==> config.mk <==
export PLATFORM = sky130hd
export DESIGN_NAME = acx_slave_reg_sta_bank
export DESIGN_NICKNAME = d
export VERILOG_FILES = /design/src/rtl/acx_slave_reg_sta_pkg.sv /design/src/rtl/acx_slave_reg_sta_chan.sv /design/src/rtl/acx_slave_reg_sta_bank.sv
export SDC_FILE = /design/constraint.sdc
export NUM_CORES = 1
export LEC_CHECK = 0
export CAP_MARGIN = 30
export CORE_MARGIN = 3
export CORE_UTILIZATION = 39
export DETAILED_ROUTE_END_ITERATION = 7
export PLACE_DENSITY = 0.81
export SLEW_MARGIN = 20
export SYNTH_ARGS = -nofsm -noshare
export SYNTH_HDL_FRONTEND = slang
export SYNTH_SLANG_ARGS = --single-unit
==> constraint.sdc <==
create_clock -name i_clk -period 2 [get_ports i_clk]
set_clock_uncertainty 0.2 [all_clocks]
set_input_delay 0.4 -clock i_clk [delete_from_list [all_inputs] [get_ports i_clk]]
set_output_delay 0.4 -clock i_clk [all_outputs]
set_load 0.01 [all_outputs]
==> src/rtl/acx_slave_reg_sta_pkg.sv <==
// Shared types and address helpers for the strided status-register bank.
package acx_slave_reg_sta_pkg;

  // Widest channel index the bank supports (NUM_CHAN up to 64).
  localparam int unsigned MAX_IDX_W = 6;

  typedef struct packed {
    logic                 rd;
    logic [MAX_IDX_W-1:0] idx;
  } dec_stage_t;

  function automatic int unsigned chan_idx_w(input int unsigned num_chan);
    return (num_chan > 1) ? $clog2(num_chan) : 1;
  endfunction

  function automatic logic [63:0] chan_addr(input logic [63:0]   base,
                                            input int unsigned   stride,
                                            input int unsigned   n);
    return base + 64'(n) * 64'(stride);
  endfunction

endpackage

==> src/rtl/acx_slave_reg_sta_chan.sv <==
// One status register: live bits follow the input, sticky bits accumulate and
// clear on read, with a same-cycle set taking priority over the clear.
module acx_slave_reg_sta_chan #(
  parameter int unsigned                DATA_WIDTH  = 32,
  parameter logic [DATA_WIDTH-1:0]      INIT_VAL    = '0,
  parameter logic [DATA_WIDTH-1:0]      STICKY_MASK = '0
) (
  input  logic                  i_clk,
  input  logic                  i_rstn,
  input  logic                  i_clr,
  input  logic [DATA_WIDTH-1:0] i_sta,
  output logic [DATA_WIDTH-1:0] o_reg
);

  logic [DATA_WIDTH-1:0] reg_q, reg_d;

  // Fresh input always lands; only sticky bits remember, and not while being read.
  always_comb begin
    reg_d = i_sta | (STICKY_MASK & reg_q & {DATA_WIDTH{~i_clr}});
  end

  always_ff @(posedge i_clk) begin
    if (!i_rstn) begin
      reg_q <= INIT_VAL;
    end else begin
      reg_q <= reg_d;
    end
  end

  assign o_reg = reg_q;

endmodule

==> src/rtl/acx_slave_reg_sta_bank.sv <==
// Bank of read-only status registers with a two-stage registered read path.
// Optional sticky-bit interrupt enabled by defining ACX_SLAVE_REG_STA_IRQ_EN.
module acx_slave_reg_sta_bank
  import acx_slave_reg_sta_pkg::*;
#(
  parameter int unsigned                   TGT_ADDR_WIDTH = 28,
  parameter int unsigned                   TGT_DATA_WIDTH = 32,
  parameter int unsigned                   NUM_CHAN       = 4,
  parameter logic [TGT_ADDR_WIDTH-1:0]     BASE_ADDR      = '0,
  parameter int unsigned                   ADDR_STRIDE    = 4,
  parameter logic [TGT_DATA_WIDTH-1:0]     INIT           = 'hDEADBEEF,
  parameter logic [TGT_DATA_WIDTH-1:0]     STICKY_MASK    = 'h0000FFFF
) (
  input  logic                               i_clk,
  input  logic                               i_rstn,
  input  logic                               i_rd,
  input  logic [TGT_ADDR_WIDTH-1:0]          i_addr,
  input  logic [NUM_CHAN*TGT_DATA_WIDTH-1:0] i_sta,
  output logic                               o_addr_hit,
  output logic [TGT_DATA_WIDTH-1:0]          o_read_data,
  output logic [NUM_CHAN*TGT_DATA_WIDTH-1:0] o_sta,
  output logic                               o_irq
);

  localparam int unsigned CHAN_IDX_W = chan_idx_w(NUM_CHAN);

  logic [TGT_DATA_WIDTH-1:0] sta_reg [NUM_CHAN];

  dec_stage_t                dec_d, dec_q;
  logic                      hit;
  logic [CHAN_IDX_W-1:0]     hit_idx;
  logic [TGT_DATA_WIDTH-1:0] rd_mux;
  logic                      addr_hit_q;
  logic [TGT_DATA_WIDTH-1:0] read_data_q;

  // Case equality keeps X/Z addresses from ever decoding as a hit.
  always_comb begin
    hit     = 1'b0;
    hit_idx = '0;
    for (int unsigned n = 0; n < NUM_CHAN; n++) begin
      if (i_addr === TGT_ADDR_WIDTH'(chan_addr(64'(BASE_ADDR), ADDR_STRIDE, n))) begin
        hit     = 1'b1;
        hit_idx = CHAN_IDX_W'(n);
      end
    end
    dec_d.rd  = i_rd & hit;
    dec_d.idx = MAX_IDX_W'(hit_idx);
  end

  always_comb begin
    rd_mux = '0;
    for (int unsigned n = 0; n < NUM_CHAN; n++) begin
      if (dec_q.idx == MAX_IDX_W'(n)) begin
        rd_mux = sta_reg[n];
      end
    end
  end

  always_ff @(posedge i_clk) begin
    if (!i_rstn) begin
      dec_q       <= '0;
      addr_hit_q  <= 1'b0;
      read_data_q <= '0;
    end else begin
      dec_q      <= dec_d;
      addr_hit_q <= dec_q.rd;
      if (dec_q.rd) begin
        read_data_q <= rd_mux;
      end
    end
  end

  assign o_addr_hit  = addr_hit_q;
  assign o_read_data = read_data_q;

  for (genvar n = 0; n < NUM_CHAN; n++) begin : g_chan
    logic clr;
    // Clear coincides with the capture into o_read_data, so the pre-clear value is returned.
    assign clr = dec_q.rd && (dec_q.idx == MAX_IDX_W'(n));

    acx_slave_reg_sta_chan #(
      .DATA_WIDTH  (TGT_DATA_WIDTH),
      .INIT_VAL    (TGT_DATA_WIDTH'(chan_addr(64'(BASE_ADDR), ADDR_STRIDE, n)) + INIT),
      .STICKY_MASK (STICKY_MASK)
    ) u_chan (
      .i_clk  (i_clk),
      .i_rstn (i_rstn),
      .i_clr  (clr),
      .i_sta  (i_sta[n*TGT_DATA_WIDTH +: TGT_DATA_WIDTH]),
      .o_reg  (sta_reg[n])
    );

    assign o_sta[n*TGT_DATA_WIDTH +: TGT_DATA_WIDTH] = sta_reg[n];
  end

`ifdef ACX_SLAVE_REG_STA_IRQ_EN
  logic irq_d, irq_q;

  always_comb begin
    irq_d = 1'b0;
    for (int unsigned n = 0; n < NUM_CHAN; n++) begin
      irq_d = irq_d | (|(sta_reg[n] & STICKY_MASK));
    end
  end

  always_ff @(posedge i_clk) begin
    if (!i_rstn) begin
      irq_q <= 1'b0;
    end else begin
      irq_q <= irq_d;
    end
  end

  assign o_irq = irq_q;
`else
  assign o_irq = 1'b0;
`endif

endmodule
==> results_tabular.tex <==
\begin{tabular}{lr}
\hline
Metric & Value \\
\hline
\multicolumn{2}{l}{\textbf{Run status}} \\
\quad Status & finished clean \\
\multicolumn{2}{l}{\textbf{Floorplanning}} \\
\quad Number of core rows & 44 \\
\quad Die area & 16590 µm² \\
\quad Io pins & 321 \\
\quad Area of the placeable core & 14640 µm² \\
\quad Height of the chip & 128.8 µm \\
\quad Starting utilization of the core area & 40.16\% \\
\quad Die Span X & 128.8 µm \\
\multicolumn{2}{l}{\textbf{Power}} \\
\quad Leakage power of the design & 4.278 nW \\
\quad Sw power & 1.540 mW \\
\quad Power share of the clock group & 44.2\% \\
\quad Internal power & 5.851 mW \\
\quad Switching power as a share of total power & 20.83\% \\
\quad Sequential cell fraction of total power & 46.1\% \\
\quad PD cells & 742.3 nW/µm² \\
\quad Gate power share & 9.7\% \\
\quad Power after layout & 7.391 mW \\
\quad Worst supply voltage drop on vdd & 0.5839 mV \\
\multicolumn{2}{l}{\textbf{Critical path}} \\
\quad Crit-path cells & clkdlybuf4s50\_1 \\
\quad Number of logic stages on the critical path including buffering & 1 \\
\quad Slowest library cell on the worst path & sky130\_fd\_sc\_hd\_\_clkdlybuf4s50\_1 \\
\quad CP Data Arrival Time & 1360 ps \\
\quad Worst flop-to-flop path startpoint & dec\_q[1] \\
\quad R2R Setup Slk & 320 ps \\
\quad Top Family by Delay on Critical Path & buffers and inverters \\
\quad FF-to-FF path depth & 4 \\
\quad End of the worst register-to-register path & o\_read\_data[12] \\
\quad Critical Path End Type & output pin \\
\quad Largest stage delay on the critical path & 570 ps \\
\quad Worst endpoint required time & 1400 ps \\
\quad Worst Setup Start Kind & flip-flop \\
\quad Largest fanout on the critical path & 2 \\
\quad Critical path type & flip-flop to output pin \\
\quad Count of buffering cells on the critical path with inverters included & 1 \\
\multicolumn{2}{l}{\textbf{Timing}} \\
\quad Hold WS & 250.5 ps \\
\quad Unrepaired setup endpoints after global routing & false \\
\quad Number of setup violations in the final report & 0 \\
\quad Fmax achieved & 509.8 MHz \\
\quad Final Worst Setup Slack & 38.43 ps \\
\quad Post-route clock period utilization & 98.08\% \\
\quad Final-report hold violation count & 0 \\
\quad Final max-slew violation count & 0 \\
\quad Final Critical Period & 1962 ps \\
\multicolumn{2}{l}{\textbf{Synth}} \\
\quad Yosys warns & 0 \\
\quad Number of nets produced by synthesis & 717 \\
\quad Area share of the largest cell type after synthesis & 55.83\% \\
\quad FFs w/ async S/R, synth & 0\% \\
\quad Flops \& latches, synth & 164 \\
\quad Top cell type by total area after synthesis & sky130\_fd\_sc\_hd\_\_dfxtp\_1 \\
\quad Mean instance size in the synthesized netlist & 10.54 µm² \\
\quad Synth Instances & 558 \\
\quad Synth Flop Type & sky130\_fd\_sc\_hd\_\_dfxtp\_1 \\
\quad Seq/Total Area, Yosys & 55.83\% \\
\quad Top post-synthesis cells by area & sky130\_fd\_sc\_hd\_\_dfxtp\_1 (56\%), sky130\_fd\_sc\_hd\_\_nand3b\_1 (7.9\%), sky130\_fd\_sc\_hd\_\_mux2i\_1 (7.8\%), sky130\_fd\_sc\_hd\_\_nand2b\_1 (4.7\%), sky130\_fd\_sc\_hd\_\_nand2\_1 (3.3\%) \\
\quad Netlist area before placement & 5881 µm² \\
\quad Count of distinct cell types in the synthesized netlist & 27 \\
\quad Count of flip-flops with a built-in enable after synthesis & 0 \\
\multicolumn{2}{l}{\textbf{Layout}} \\
\quad Number of inserted diodes & 0 \\
\quad Number of nets at the end of the flow & 1033 \\
\quad Final core utilization & 67.99\% \\
\quad Fraction of final layout cells with drive strength greater than 1 & 6.877\% \\
\quad Layout overhead on the synthesized area & 69.30\% \\
\quad Max FFs per register & 128 \\
\multicolumn{2}{l}{\textbf{Clocking}} \\
\quad Number of buffers between clock root and the deepest sink & 2 \\
\quad Clock Pin Slew Worst Setup and Hold Paths & 60 ps \\
\quad Count of hold buffers inserted by post-cts repair & 0 \\
\quad Worst skew pair latency & 420 ps \\
\quad Number of clock sinks & 164 \\
\quad Post-CTS repair timing setup buffer count & 0 \\
\quad \# H-tree levels & 4 \\
\quad TritonCTS Buffers & 17 \\
\quad Cell chosen for the clock root & sky130\_fd\_sc\_hd\_\_clkbuf\_16 \\
\quad Clock tree from TritonCTS & built \\
\multicolumn{2}{l}{\textbf{Global routing}} \\
\quad Antenna violations before repair & 0 \\
\quad Overflow left after global routing & 0 \\
\quad Wire length of the first global-routing pass & 29.89 mm \\
\quad Maximum number of pins on one net before global-route repair & 71 \\
\quad Aggregate global-route resource usage & 23.78\% \\
\quad Via count of the first global-routing pass & 5345 \\
\multicolumn{2}{l}{\textbf{Drt}} \\
\quad Total wire length after detailed routing & 20.32 mm \\
\quad Number of design rule violations left after detail routing & 0 \\
\quad Vias after detailed routing & 5277 \\
\quad Count of routing violations after the opening detailed-route iteration & 239 \\
\quad Wire length per cell after detailed routing & 18.97 µm \\
\quad First-pass DRT Iterations & 4 \\
\quad Number of antenna-violating nets in the routed design & 0 \\
\quad Per-cell via count in the routed design & 4.927 \\
\multicolumn{2}{l}{\textbf{Place}} \\
\quad Post-detailed-placement half-perimeter wirelength & 14.99 mm \\
\quad Setup Slack @ Placement & -95.62 ps \\
\quad Count of buffers from port buffering & 319 \\
\quad Weighted congestion reported at the end of routability-driven placement & 0.8763 \\
\multicolumn{2}{l}{\textbf{Min path}} \\
\quad Worst Hold Class & flip-flop to flip-flop \\
\quad Number of cells on the worst hold path & 1 \\
\quad Start point of the worst min-delay path & o\_read\_data[3] \\
\quad Hold worst-path end & o\_read\_data[3] \\
\multicolumn{2}{l}{\textbf{Run}} \\
\quad Number of maximum-capacitance constraint violations & 0 \\
\hline
\end{tabular}
-- through the flow --
stage,cell area [µm²],TNS [ps],cells
2_1_floorplan,5881,0,558
3_3_place_gp,9320,-90.86,1039
3_5_place_dp,9320,-185.2,1039
4_1_cts,9918,0,1071
5_1_grt,9956,0,1071
6_report,9956,0,1071
-- kinds of logic (layout without fill, tap and decap cells) --
| family | Yosys count | count (layout) | share of synthesized area (%) |
|---|---|---|---|
| flops | 164 | 164 | 55.83 |
| mux | 55 | 55 | 9.553 |
| simple gates | 208 | 208 | 21.30 |
| other cells | 1 | 1 | 0.06377 |
| buf+inv | 44 | 373 | 3.893 |
| compound gates | 86 | 86 | 9.362 |
-- timing repair --
item                       CTS  global route
gates resized for setup      2            15
setup endpoints to repair    2            15
hold endpoints to repair     0             0
pin swaps                    0             0
-- metal layers --
metal / share of wire (%) / GRT usage, %
met5: 0 / 0
met2: 50 / 40.30
met4: 3.4 / 11.67
met3: 7.3 / 7.140
met1: 39 / 27.28
-- power by group through the flow --
stage	Combinational, mW	Sequential [mW]	Clock [mW]
6_report	0.716	3.41	3.27
3_5_place_dp	0.718	3.48	0
4_1_cts	0.723	3.41	3.33
3_3_place_gp	0.711	3.48	0
5_1_grt	0.759	3.42	3.48
2_1_floorplan	0.147	3.51	0
-- final cells by class --
class / count / area (µm²)
sequential: 164 / 3287
multi-input combinational: 350 / 2371
clock inverter: 7 / 95.09
inverter: 3 / 11.26
tap: 184 / 230.2
clock buffer: 25 / 505.5
fill: 1123 / 4688
timing repair buffer: 338 / 3456
-- worst max path at each step --
| stage | start | end | slack [ps] |
|---|---|---|---|
| final | g_chan[0].u_chan.o_reg[17] | o_sta[17] | 40 |
| after detailed placement | i_addr[18] | dec_q[6] | -100 |
| after floorplan | dec_q[0] | o_read_data[11] | 520 |
| after global placement | i_addr[18] | dec_q[1] | -30 |
| after global routing | g_chan[3].u_chan.o_reg[30] | o_sta[126] | 1 |
| after CTS | g_chan[1].u_chan.o_reg[28] | o_sta[60] | 3 |
-- synth_stat cells (3+ instances only) --
master / n
sky130_fd_sc_hd__dfxtp_1: 164
sky130_fd_sc_hd__nand3b_1: 62
sky130_fd_sc_hd__nand2_1: 51
sky130_fd_sc_hd__mux2i_1: 46
sky130_fd_sc_hd__nand2b_1: 44
sky130_fd_sc_hd__a21o_1: 23
sky130_fd_sc_hd__o22ai_1: 23
sky130_fd_sc_hd__a21oi_1: 22
sky130_fd_sc_hd__and2_1: 21
sky130_fd_sc_hd__clkbuf_1: 17
sky130_fd_sc_hd__buf_2: 15
sky130_fd_sc_hd__nor2b_1: 14
sky130_fd_sc_hd__mux2_2: 9
sky130_fd_sc_hd__o21ai_0: 9
sky130_fd_sc_hd__o221ai_1: 9
sky130_fd_sc_hd__nor4_1: 5
sky130_fd_sc_hd__buf_4: 4
sky130_fd_sc_hd__buf_6: 4
sky130_fd_sc_hd__nor3_1: 4
sky130_fd_sc_hd__inv_1: 3
sky130_fd_sc_hd__nand3_1: 3
-- worst reg2reg max path, cell delays in order (launching register included) --
cell and delay, ps:
sky130_fd_sc_hd__dfxtp_1 520, sky130_fd_sc_hd__buf_4 260, sky130_fd_sc_hd__mux2_2 350, sky130_fd_sc_hd__o21ai_0 160
sky130_fd_sc_hd__a21oi_1 80
-- cells in the final DEF (no fill, tap or decap), drive strengths merged, types with 2 or more instances in the layout --
master / netlist / layout
clkdlybuf4s50: 0 / 301
bufinv: 0 / 2
inv: 3 / 3
nor2b: 14 / 14
o21ai: 9 / 9
nand2b: 44 / 44
clkinvlp: 0 / 4
mux2: 9 / 9
dlygate4sd2: 0 / 2
a21oi: 22 / 22
o22ai: 23 / 23
a21o: 23 / 23
clkbuf: 17 / 25
nor3: 4 / 4
nand3b: 63 / 63
and2: 21 / 21
nand2: 51 / 51
buf: 24 / 20
o221ai: 9 / 9
nor4: 5 / 5
nand3: 3 / 3
mux2i: 46 / 46
dfxtp: 164 / 164
dlymetal6s2s: 0 / 15
Power figures use the tool's default switching activity.
